`config.mk`:
```
export PLATFORM = sky130hd
export DESIGN_NAME = axis_color_centroid
export DESIGN_NICKNAME = d
export VERILOG_FILES = /design/src/rtl/axis_color_centroid.sv
export SDC_FILE = /design/constraint.sdc
export NUM_CORES = 1
export LEC_CHECK = 0
export ABC_AREA = 1
export BUFFER_PORTS_ARGS = -buffer_cell sky130_fd_sc_hd__buf_2
export CAP_MARGIN = 20
export CELL_PAD_IN_SITES_DETAIL_PLACEMENT = 2
export CELL_PAD_IN_SITES_GLOBAL_PLACEMENT = 2
export CORE_MARGIN = 2
export CORE_UTILIZATION = 36
export DETAILED_ROUTE_END_ITERATION = 16
export PLACE_DENSITY = 0.79
export SYNTH_ARGS = -nofsm -noshare
export SYNTH_HDL_FRONTEND = slang
export SYNTH_SLANG_ARGS = --single-unit
```
`constraint.sdc`:
```
create_clock -name clk -period 9.2 [get_ports clk]
set_input_delay 0.92 -clock clk [delete_from_list [all_inputs] [get_ports clk]]
set_output_delay 0.92 -clock clk [all_outputs]
set_load 0.1 [all_outputs]
```
`src/rtl/axis_color_centroid.sv`:
```
// axis_color_centroid: per-frame centroid of threshold-matched pixels from an AXI-Stream camera feed
module axis_color_centroid #(
  parameter int IMG_W      = 320,
  parameter int IMG_H      = 240,
  parameter int MIN_PIXELS = 16
) (
  input  logic        clk,
  input  logic        reset,
  input  logic [31:0] s_axis_tdata,
  input  logic        s_axis_tvalid,
  output logic        s_axis_tready,
  input  logic        s_axis_tuser,
  input  logic        s_axis_tlast,
  input  logic [7:0]  r_min,
  input  logic [7:0]  g_max,
  input  logic [7:0]  b_max,
  output logic [8:0]  centroid_x,
  output logic [7:0]  centroid_y,
  output logic [16:0] pixel_count,
  output logic        found,
  output logic        result_valid,
  output logic        overrun
);
  localparam logic [8:0]  X_MAX   = 9'(IMG_W - 1);
  localparam logic [7:0]  Y_MAX   = 8'(IMG_H - 1);
  localparam logic [16:0] MIN_CNT = 17'(MIN_PIXELS);
  typedef enum logic [1:0] {IDLE, DIV, DONE} state_t;
  state_t state;
  logic [8:0] x, cx, nx;
  logic [7:0] y, cy, ny;
  logic [7:0] lr, lg, lb, tr, tg, tb;
  logic [24:0] x_acc, y_acc, nxa, nya, qx, qy, nqx, nqy;
  logic [16:0] count, ncnt, sc, rx, ry;
  logic [17:0] shx, shy, dx, dy;
  logic match, frame_end, gx, gy;
  logic [4:0] it;
  logic unused_bits;
  assign s_axis_tready = 1'b1;
  assign unused_bits = ^{s_axis_tdata[31:24], dx[17], dy[17]};
  always_comb begin
    tr = s_axis_tuser ? r_min : lr;
    tg = s_axis_tuser ? g_max : lg;
    tb = s_axis_tuser ? b_max : lb;
    cx = s_axis_tuser ? 9'd0 : x;
    cy = s_axis_tuser ? 8'd0 : y;
    match = s_axis_tdata[23:16] >= tr && s_axis_tdata[15:8] <= tg && s_axis_tdata[7:0] <= tb;
    nxa = (s_axis_tuser ? 25'd0 : x_acc) + (match ? 25'(cx) : 25'd0);
    nya = (s_axis_tuser ? 25'd0 : y_acc) + (match ? 25'(cy) : 25'd0);
    ncnt = (s_axis_tuser ? 17'd0 : count) + 17'(match);
    nx = s_axis_tlast ? 9'd0 : (cx == X_MAX ? cx : cx + 9'd1);
    ny = (s_axis_tlast && cy != Y_MAX) ? cy + 8'd1 : cy;
    frame_end = s_axis_tvalid && s_axis_tlast && cy == Y_MAX;
    shx = {rx, qx[24]};
    shy = {ry, qy[24]};
    dx = shx - {1'b0, sc};
    dy = shy - {1'b0, sc};
    gx = shx >= {1'b0, sc};
    gy = shy >= {1'b0, sc};
    nqx = {qx[23:0], gx};
    nqy = {qy[23:0], gy};
  end
  always_ff @(posedge clk or posedge reset) begin
    if (reset) begin
      x <= '0;
      y <= '0;
      x_acc <= '0;
      y_acc <= '0;
      count <= '0;
      lr <= '0;
      lg <= '0;
      lb <= '0;
    end else if (s_axis_tvalid) begin
      x <= nx;
      y <= ny;
      x_acc <= nxa;
      y_acc <= nya;
      count <= ncnt;
      lr <= tr;
      lg <= tg;
      lb <= tb;
    end
  end
  always_ff @(posedge clk or posedge reset) begin
    if (reset) begin
      state <= IDLE;
      it <= '0;
      sc <= '0;
      qx <= '0;
      qy <= '0;
      rx <= '0;
      ry <= '0;
      centroid_x <= '0;
      centroid_y <= '0;
      pixel_count <= '0;
      found <= 1'b0;
      result_valid <= 1'b0;
      overrun <= 1'b0;
    end else begin
      result_valid <= 1'b0;
      if (frame_end) begin
        overrun <= overrun | (state != IDLE);
        sc <= ncnt;
        qx <= nxa;
        qy <= nya;
        rx <= '0;
        ry <= '0;
        it <= '0;
        if (ncnt >= MIN_CNT) begin
          state <= DIV;
        end else begin
          state <= DONE;
          result_valid <= 1'b1;
          pixel_count <= ncnt;
          found <= 1'b0;
        end
      end else if (state == DIV) begin
        rx <= gx ? dx[16:0] : shx[16:0];
        ry <= gy ? dy[16:0] : shy[16:0];
        qx <= nqx;
        qy <= nqy;
        it <= it + 5'd1;
        if (it == 5'd24) begin
          state <= DONE;
          result_valid <= 1'b1;
          centroid_x <= nqx[8:0];
          centroid_y <= nqy[7:0];
          pixel_count <= sc;
          found <= 1'b1;
        end
      end else if (state == DONE) begin
        state <= IDLE;
      end
    end
  end
endmodule

```
==> results of run 1 <==
synth_stat cells, types with 8 or more instances:
| cell | instances | share of area (%) |
|---|---|---|
| a21oi_1 | 54 | 1.7 |
| a31oi_1 | 9 | 0.35 |
| buf_1 | 10 | 0.24 |
| buf_2 | 14 | 0.44 |
| clkbuf_1 | 42 | 0.99 |
| dfrtp_1 | 253 | 40 |
| ha_1 | 81 | 6.4 |
| inv_1 | 263 | 6.2 |
| mux2i_1 | 15 | 0.94 |
| nand2_1 | 672 | 16 |
| nand3_1 | 163 | 5.1 |
| nand3_2 | 11 | 0.69 |
| nand3b_1 | 18 | 0.85 |
| nand4_1 | 27 | 1.1 |
| nor2_1 | 164 | 3.9 |
| nor3_1 | 14 | 0.44 |
| nor4_1 | 8 | 0.31 |
| o211ai_1 | 16 | 0.75 |
| o21ai_0 | 162 | 5.1 |
| o21bai_1 | 10 | 0.47 |
| o22ai_1 | 8 | 0.31 |
| xnor2_1 | 23 | 1.3 |
| xor2_1 | 52 | 2.9 |
worst paths after layout:
check	from	slack (ns)	to	cells past startpoint
hold reg to reg	centroid_y[2]	0.48	centroid_y[2]	2
min in group clk	centroid_y[2]	0.48	centroid_y[2]	2
setup / recovery	s_axis_tuser	3.62	y_acc[21]	26
setup reg to reg	lb[3]	4.26	y_acc[21]	23
max in group asynchronous	reset	7.41	x[7]	3
hold / removal	reset	0.44	pixel_count[14]	2
registers in the layout, indices dropped and copies added, names as in the netlist, 8 cells and up:
| signal | count |
|---|---|
| x | 9 |
| y_acc | 25 |
| qy | 25 |
| sc | 17 |
| rx | 17 |
| lg | 8 |
| lb | 8 |
| ry | 17 |
| centroid_y | 8 |
| centroid_x | 9 |
| y | 8 |
| pixel_count | 17 |
| qx | 25 |
| lr | 8 |
| count | 17 |
| x_acc | 25 |
area by class of cell:
cell class / instances / area, um^2
tap: 592 / 740.7
inverter: 266 / 1012
clock buffer: 46 / 997.2
timing repair buffer: 103 / 555.5
clock inverter: 11 / 136.4
multi-input combinational: 1565 / 8220
fill: 5208 / 25940
sequential: 253 / 6331
worst register-to-register path, stage by stage, from the launching register on:
cell,delay [ns]
dfrtp_1,0.38
mux2i_1,0.22
ha_1,0.32
a21oi_1,0.16
o21ai_0,0.13
a21oi_1,0.13
o21ai_0,0.09
o21ai_0,0.08
nand2_1,0.06
nor2_1,0.37
clkinv_1,0.57
nor2_1,0.39
ha_1,0.18
nand2_1,0.05
nand2_1,0.06
o21ai_0,0.19
o21ai_0,0.44
nand2_1,0.10
nand2_1,0.16
nand2_1,0.09
nand2_1,0.22
nand3_1,0.17
nand3_1,0.12
o21ai_0,0.10
report_power, final:
group	leakage (uW)	total, uW	switching (uW)	internal, uW
combinational	0.00520	156	111	45.2
clock	0.000563	1370	528	840
sequential	0.00342	1140	9.19	1130
per-stage QoR:
| step | total power [uW] | worst slack [ns] | cell area (um^2) |
|---|---|---|---|
| 5_1_grt | 2769 | 2.969 | 17990 |
| 3_3_place_gp | 1311 | 3.195 | 16860 |
| 6_report | 2665 | 3.616 | 17990 |
| 3_5_place_dp | 1321 | 3.039 | 16860 |
| 4_1_cts | 2709 | 3.590 | 17990 |
| 2_1_floorplan | 1266 | 1.323 | 15930 |
layout by cell type, fill, tap and decap left out, types with 2 or more instances in the layout:
master / count
bufinv_16: 3
and2_1: 2
nand3_1: 162
fa_1: 4
clkbuf_16: 35
dfrtp_1: 253
nand2_2: 8
inv_1: 261
nand3b_1: 18
o22ai_1: 8
buf_4: 16
a21o_1: 5
clkbuf_8: 8
nor4_1: 8
or2_2: 3
a21oi_1: 54
o21ai_0: 162
nor3_1: 14
clkbuf_1: 3
xnor2_1: 23
o221ai_1: 5
a31oi_1: 9
inv_6: 2
a21boi_0: 4
nor2_2: 7
nor2_4: 2
nand3_2: 12
clkinv_2: 7
nand2_1: 671
o21bai_1: 10
nor2_1: 164
ha_1: 81
mux2i_1: 15
o211ai_1: 16
nand4_1: 27
o21ai_1: 5
xor2_1: 52
buf_2: 87
routing by layer:
layer / global-route usage [%] / part of all wire, %
met2: 42.32 / 50
met4: 7.199 / 2.6
met1: 29.75 / 45
met3: 2.553 / 2.8
met5: 0 / 0
cells by family after synthesis:
logic type / after synthesis / synth area share, %
flops: 253 / 39.74
mux: 15 / 0.9425
xor+xnor: 75 / 4.123
simple gates: 1104 / 29.59
other cells: 1 / 0.02354
fa+ha+maj: 85 / 6.865
compound gates: 285 / 9.944
buf+inv: 344 / 8.773
==> reports/metrics.csv, run 1 <==
stage;metric;value;unit
floorplan;core_area;0.04393;mm^2
power;peakVddDrop;0.1478;mV
floorplan;die_h;214.4;um
cts;clock_latency;0.55;ns
synth;ys_ff_latch;253;
setup_path;worstSetupEndpointType;register;
detailed_routing;dr.pass1.iters;5;
cells_and_area;nets;2369;
power;powerDensity;148.1;mW/mm^2
timing;maxSlewViolCount;0;
cells_and_area;stdcell_count;2836;
floorplan;die_w;214.4;um
setup_path;cp_slowest_cell;clkinv_1;
cells_and_area;syn_to_final_growth;12.95;%
cts;clk_pin_slew_worst_paths;0.06;ns
grt;grt_pass1_vias;16850;
floorplan;die-area;0.04595;mm^2
cts;htreeDepth;2;
grt;antenna_found_initial;0;
synth;synth_flop_cell;dfrtp_1;
min_path;min_path_type;in -> async;
setup_path;slowest_delay;0.57;ns
cts;clockRootBuffer;clkbuf_16;
synth;synth_edf_count;0;
synth;synth_warnings;0;
timing;tightest_slew;1.070;ns
setup_path;critPathLaunchType;input pin;
detailed_routing;drt_iter0_markers;547;
grt;overflow;0;
cts;cts_tree;built;
power;power_leakage;0.009185;uW
floorplan;io_pins;99;
grt;track_usage;23.58;%
synth;post_synth.cell_area_avg;7.368;um^2
cts;cts-hold-fix-buffers;0;
detailed_routing;wl;53.02;mm
setup_path;crit_buf_inv;4;
cells_and_area;drive_gt1_share;8.913;%
timing;fmax;179.1;MHz
timing;tns;0;ns
detailed_routing;drc;0;
detailed_routing;routed-via-count;14730;
setup_path;crit_arrival;5.96;ns
detailed_routing;ant_nets;0;
timing;setup_viol;0;
setup_path;required;9.57;ns
timing;hold_viol;0;
timing;skew;0.02351;ns
cells_and_area;finish.utilization;40.96;%
place;place_congestion;0.8411;
detailed_routing;post_drt_wl_per_cell;18.69;um
synth;yosysUniqueCellTypes;54;
cts;numCtsBuffers;34;
cts;post_cts_buffers;0;
place;io_buffers;89;
place;dpl.hpwl;37.48;mm
grt;grt_pass1_wl;88.43;mm
timing;maxSlewHeadroom;28.66;%
cts;clockBufferDepth;3;
flow_run;maxCapViolCount;0;
floorplan;num_rows;77;
timing;hold_ws;0.4352;ns
timing;grt_setup_unrepaired;no;
timing;layout_min_cycle_time;5.584;ns
place;placedCellCount;2779;
detailed_routing;vias_per_cell;5.192;
timing;fin_crit_sh;60.70;%
run_status;status;finished, final reports clean;
setup_path;path_delay_family;simple AND/OR/NAND/NOR gates;
synth;syn_area;0.01593;mm^2
synth;syn-num-nets;2308;
cells_and_area;diodes;0;
synth;ys_seq_area_share;39.74;%
grt;grt_max_degree;92;
synth;synthCells;2162;
floorplan;start_util;36.26;%
cts;cts.sinks;253;
setup_path;crit_fanout;47;
setup_path;path_class;in -> reg;
synth;synth-async-reset-ratio;100.0;%
cts;cts_resized;0;
Note: power is estimated with default switching activity, not from simulation.
==> inputs of run 2 (changes only) <==
--- a/config.mk
+++ b/config.mk
@@ -11,9 +11,9 @@
 export CELL_PAD_IN_SITES_DETAIL_PLACEMENT = 2
 export CELL_PAD_IN_SITES_GLOBAL_PLACEMENT = 2
 export CORE_MARGIN = 2
-export CORE_UTILIZATION = 36
+export CORE_UTILIZATION = 33
 export DETAILED_ROUTE_END_ITERATION = 16
-export PLACE_DENSITY = 0.79
+export PLACE_DENSITY = 0.76
 export SYNTH_ARGS = -nofsm -noshare
 export SYNTH_HDL_FRONTEND = slang
 export SYNTH_SLANG_ARGS = --single-unit
==> constraint.sdc (replaced) <==
create_clock -name clk -period 4.8 [get_ports clk]
set_input_delay 0.48 -clock clk [delete_from_list [all_inputs] [get_ports clk]]
set_output_delay 0.48 -clock clk [all_outputs]
set_load 0.1 [all_outputs]
==> reports/metrics.csv, run 2 (synthesized netlist as in run 1, its figures left out) <==
stage;metric;value;unit;change
run_status;status;finished, final reports clean;;unchanged
floorplan;die_h;223.7;um;was 214.4 um
floorplan;die_w;223.7;um;was 214.4 um
timing;maxSlewViolCount;0;;unchanged
setup_path;crit_buf_inv;4;;unchanged
detailed_routing;drt_iter0_markers;587;;was 547
timing;hold_viol;0;;unchanged
cells_and_area;diodes;0;;unchanged
power;p_int;3784;uW;was 2017 uW
cts;cts_resized;0;;unchanged
cells_and_area;layout_common_cells;nand2_1 (671), inv_1 (261), dfrtp_1 (253), nor2_1 (164);;unchanged
cts;clockBufferDepth;3;;unchanged
setup_path;crit_chain;buf_4 -> buf_4 -> mux2i_1 -> ha_1 -> a21oi_1 -> nor2_1 -> a211oi_1 -> a21oi_1 -> nor2_1 -> buf_4 -> ha_1 -> ha_1 -> nand2_1 -> nor2_8 -> nand3b_1 -> o21ai_1 -> nand2_1 -> nor2_2 -> nand4_4 -> buf_4 -> nand3_1 -> nand2_1;;
timing;skew;0.01299;ns;was 0.02351 ns
floorplan;start_util;33.43;%;was 36.26%
cts;clk_pin_slew_worst_paths;0.06;ns;about the same
power;p_comb_share;6.0;%;was 5.8%
timing;layout_min_cycle_time;4.175;ns;
grt;overflow;0;;unchanged
grt;antenna_found_initial;0;;unchanged
setup_path;crit_fanout;18;;was 47
detailed_routing;wl;52.82;mm;was 53.02 mm
detailed_routing;ant_nets;0;;unchanged
setup_path;cp_slowest_cell;o21ai_1;;was clkinv_1
cts;cts_tree;built;;unchanged
floorplan;num_rows;80;;was 77
grt;grt_pass1_vias;16610;;was 16850
cells_and_area;nets;2389;;was 2369
detailed_routing;post_drt_wl_per_cell;18.33;um;was 18.69 um
place;place_congestion;0.8485;;was 0.8411
cts;numCtsBuffers;35;;was 34
detailed_routing;dr.pass1.iters;4;;was 5
min_path;min_path_type;in -> reg;;was in -> async
setup_path;path_delay_family;simple AND/OR/NAND/NOR gates;;unchanged
detailed_routing;vias_per_cell;5.099;;was 5.192
cts;cts-hold-fix-buffers;1;;was 0
grt;grt_pass1_wl;88.06;mm;was 88.43 mm
timing;fin_crit_sh;86.98;%;
grt;grt_max_degree;154;;was 92
cells_and_area;syn_to_final_growth;14.12;%;was 12.95%
cells_and_area;mostFrequentLayoutCell;nand2_1;;unchanged
setup_path;cp_common_cell;buf_4;;
floorplan;io_pins;99;;unchanged
cts;post_cts_buffers;0;;unchanged
power;seq_power_share;43.3;%;was 42.8%
power;p_switching;1269;uW;was 647.4 uW
timing;setup_viol;0;;unchanged
setup_path;worstSetupEndpointType;register;;unchanged
detailed_routing;routed-via-count;14690;;was 14730
place;io_buffers;89;;unchanged
power;powerDensity;277.9;mW/mm^2;was 148.1 mW/mm^2
detailed_routing;drc;0;;unchanged
setup_path;required;5.23;ns;was 9.57 ns
power;peakVddDrop;0.1835;mV;was 0.1478 mV
cts;cts.sinks;253;;unchanged
setup_path;path_class;in -> reg;;unchanged
flow_run;maxCapViolCount;0;;unchanged
floorplan;die-area;0.05005;mm^2;was 0.04595 mm^2
place;placedCellCount;2820;;was 2779
cts;clockRootBuffer;clkbuf_16;;unchanged
place;dpl.hpwl;38.51;mm;was 37.48 mm
timing;grt_setup_unrepaired;no;;unchanged
power;power_leakage;0.009270;uW;was 0.009185 uW
power;switching_share;25.11;%;was 24.29%
timing;fmax;239.5;MHz;
grt;track_usage;21.79;%;was 23.58%
cts;htreeDepth;2;;unchanged
cts;clock_latency;0.55;ns;about the same
timing;tightest_slew;0.9349;ns;was 1.070 ns
floorplan;core_area;0.04765;mm^2;was 0.04393 mm^2
setup_path;crit_arrival;4.60;ns;was 5.96 ns
timing;tns;0;ns;unchanged
timing;maxSlewHeadroom;37.39;%;was 28.66%
setup_path;critPathLaunchType;input pin;;unchanged
setup_path;slowest_delay;0.30;ns;was 0.57 ns
cells_and_area;stdcell_count;2881;;was 2836
cells_and_area;drive_gt1_share;9.620;%;was 8.913%
cells_and_area;nFillCells;5566;;was 5208
power;clockPowerShare;50.7;%;was 51.3%
-- run 2: cell count changes in the layout (fill, tap and decap cells not counted), sizes merged --
cell         before  now
clkinv            8   10
dlygate4sd3       0    1
clkinvlp          1    2
clkbuf           46   48
bufinv            3    1
buf             103  121
-- run 2: through the flow --
stage               utilization, %  instance area [um^2]  hold WS (ns)  total power [uW]  worst slack, ns
floorplan                        -                 15930        0.4338              2427           0.1431
global placement             35.80                 17060        0.4147              2519           0.1726
detailed placement           35.80                 17060        0.4162              2537        0.0001004
CTS                          38.16                 18180        0.1799              5155           0.5555
global route                 38.16                 18180        0.2085              5267          0.08968
finish                       38.16                 18180        0.2115              5053           0.6252
-- run 2: area by class of cell --
| type | instances | area (um^2) | share of cell area, % |
|---|---|---|---|
| Clock inverter | 12 | 106.4 | 0.5850 |
| Clock buffer | 48 | 1006 | 5.533 |
| Inverter | 266 | 1007 | 5.540 |
| Timing Repair Buffer | 122 | 750.7 | 4.129 |
| Sequential cell | 253 | 6331 | 34.82 |
| Tap cell | 615 | 769.5 | 4.233 |
| Multi-Input combinational cell | 1565 | 8209 | 45.15 |
-- run 2: worst paths after layout --
check	startpoint	to	slack, ns	cells past startpoint
worst max-delay path	s_axis_tuser	pixel_count[9]	0.63	22
worst max register to register	lb[1]	pixel_count[9]	0.72	22
max in group asynchronous	reset	x_acc[17]	3.25	4
min in group asynchronous	reset	pixel_count[12]	0.41	3
worst min-delay path	r_min[4]	lr[4]	0.21	3
worst min register to register	centroid_x[1]	centroid_x[1]	0.49	2
-- run 2: metal layers --
metal  global-route usage (%)  share of wire (%)  wire length [um]  vias up
met1                    27.04                 44             23470     7382
met3                    2.964                2.7              1413       64
li1                         -                  -                 -     7102
met4                    6.065                2.6              1366        0
met5                        0                  0                 0        -
met2                    39.44                 50             26570      141
-- run 2: worst min-delay path: stages --
cell	delay, ns
buf_2	0.10
inv_1	0.06
o21ai_0	0.08
-- run 2: power by group through the flow --
stage / Combinational (uW) / Sequential [uW] / Clock [uW]
3_3_place_gp: 295 / 2220 / 0
5_1_grt: 354 / 2190 / 2720
6_report: 301 / 2190 / 2560
2_1_floorplan: 205 / 2220 / 0
3_5_place_dp: 311 / 2230 / 0
4_1_cts: 314 / 2190 / 2650
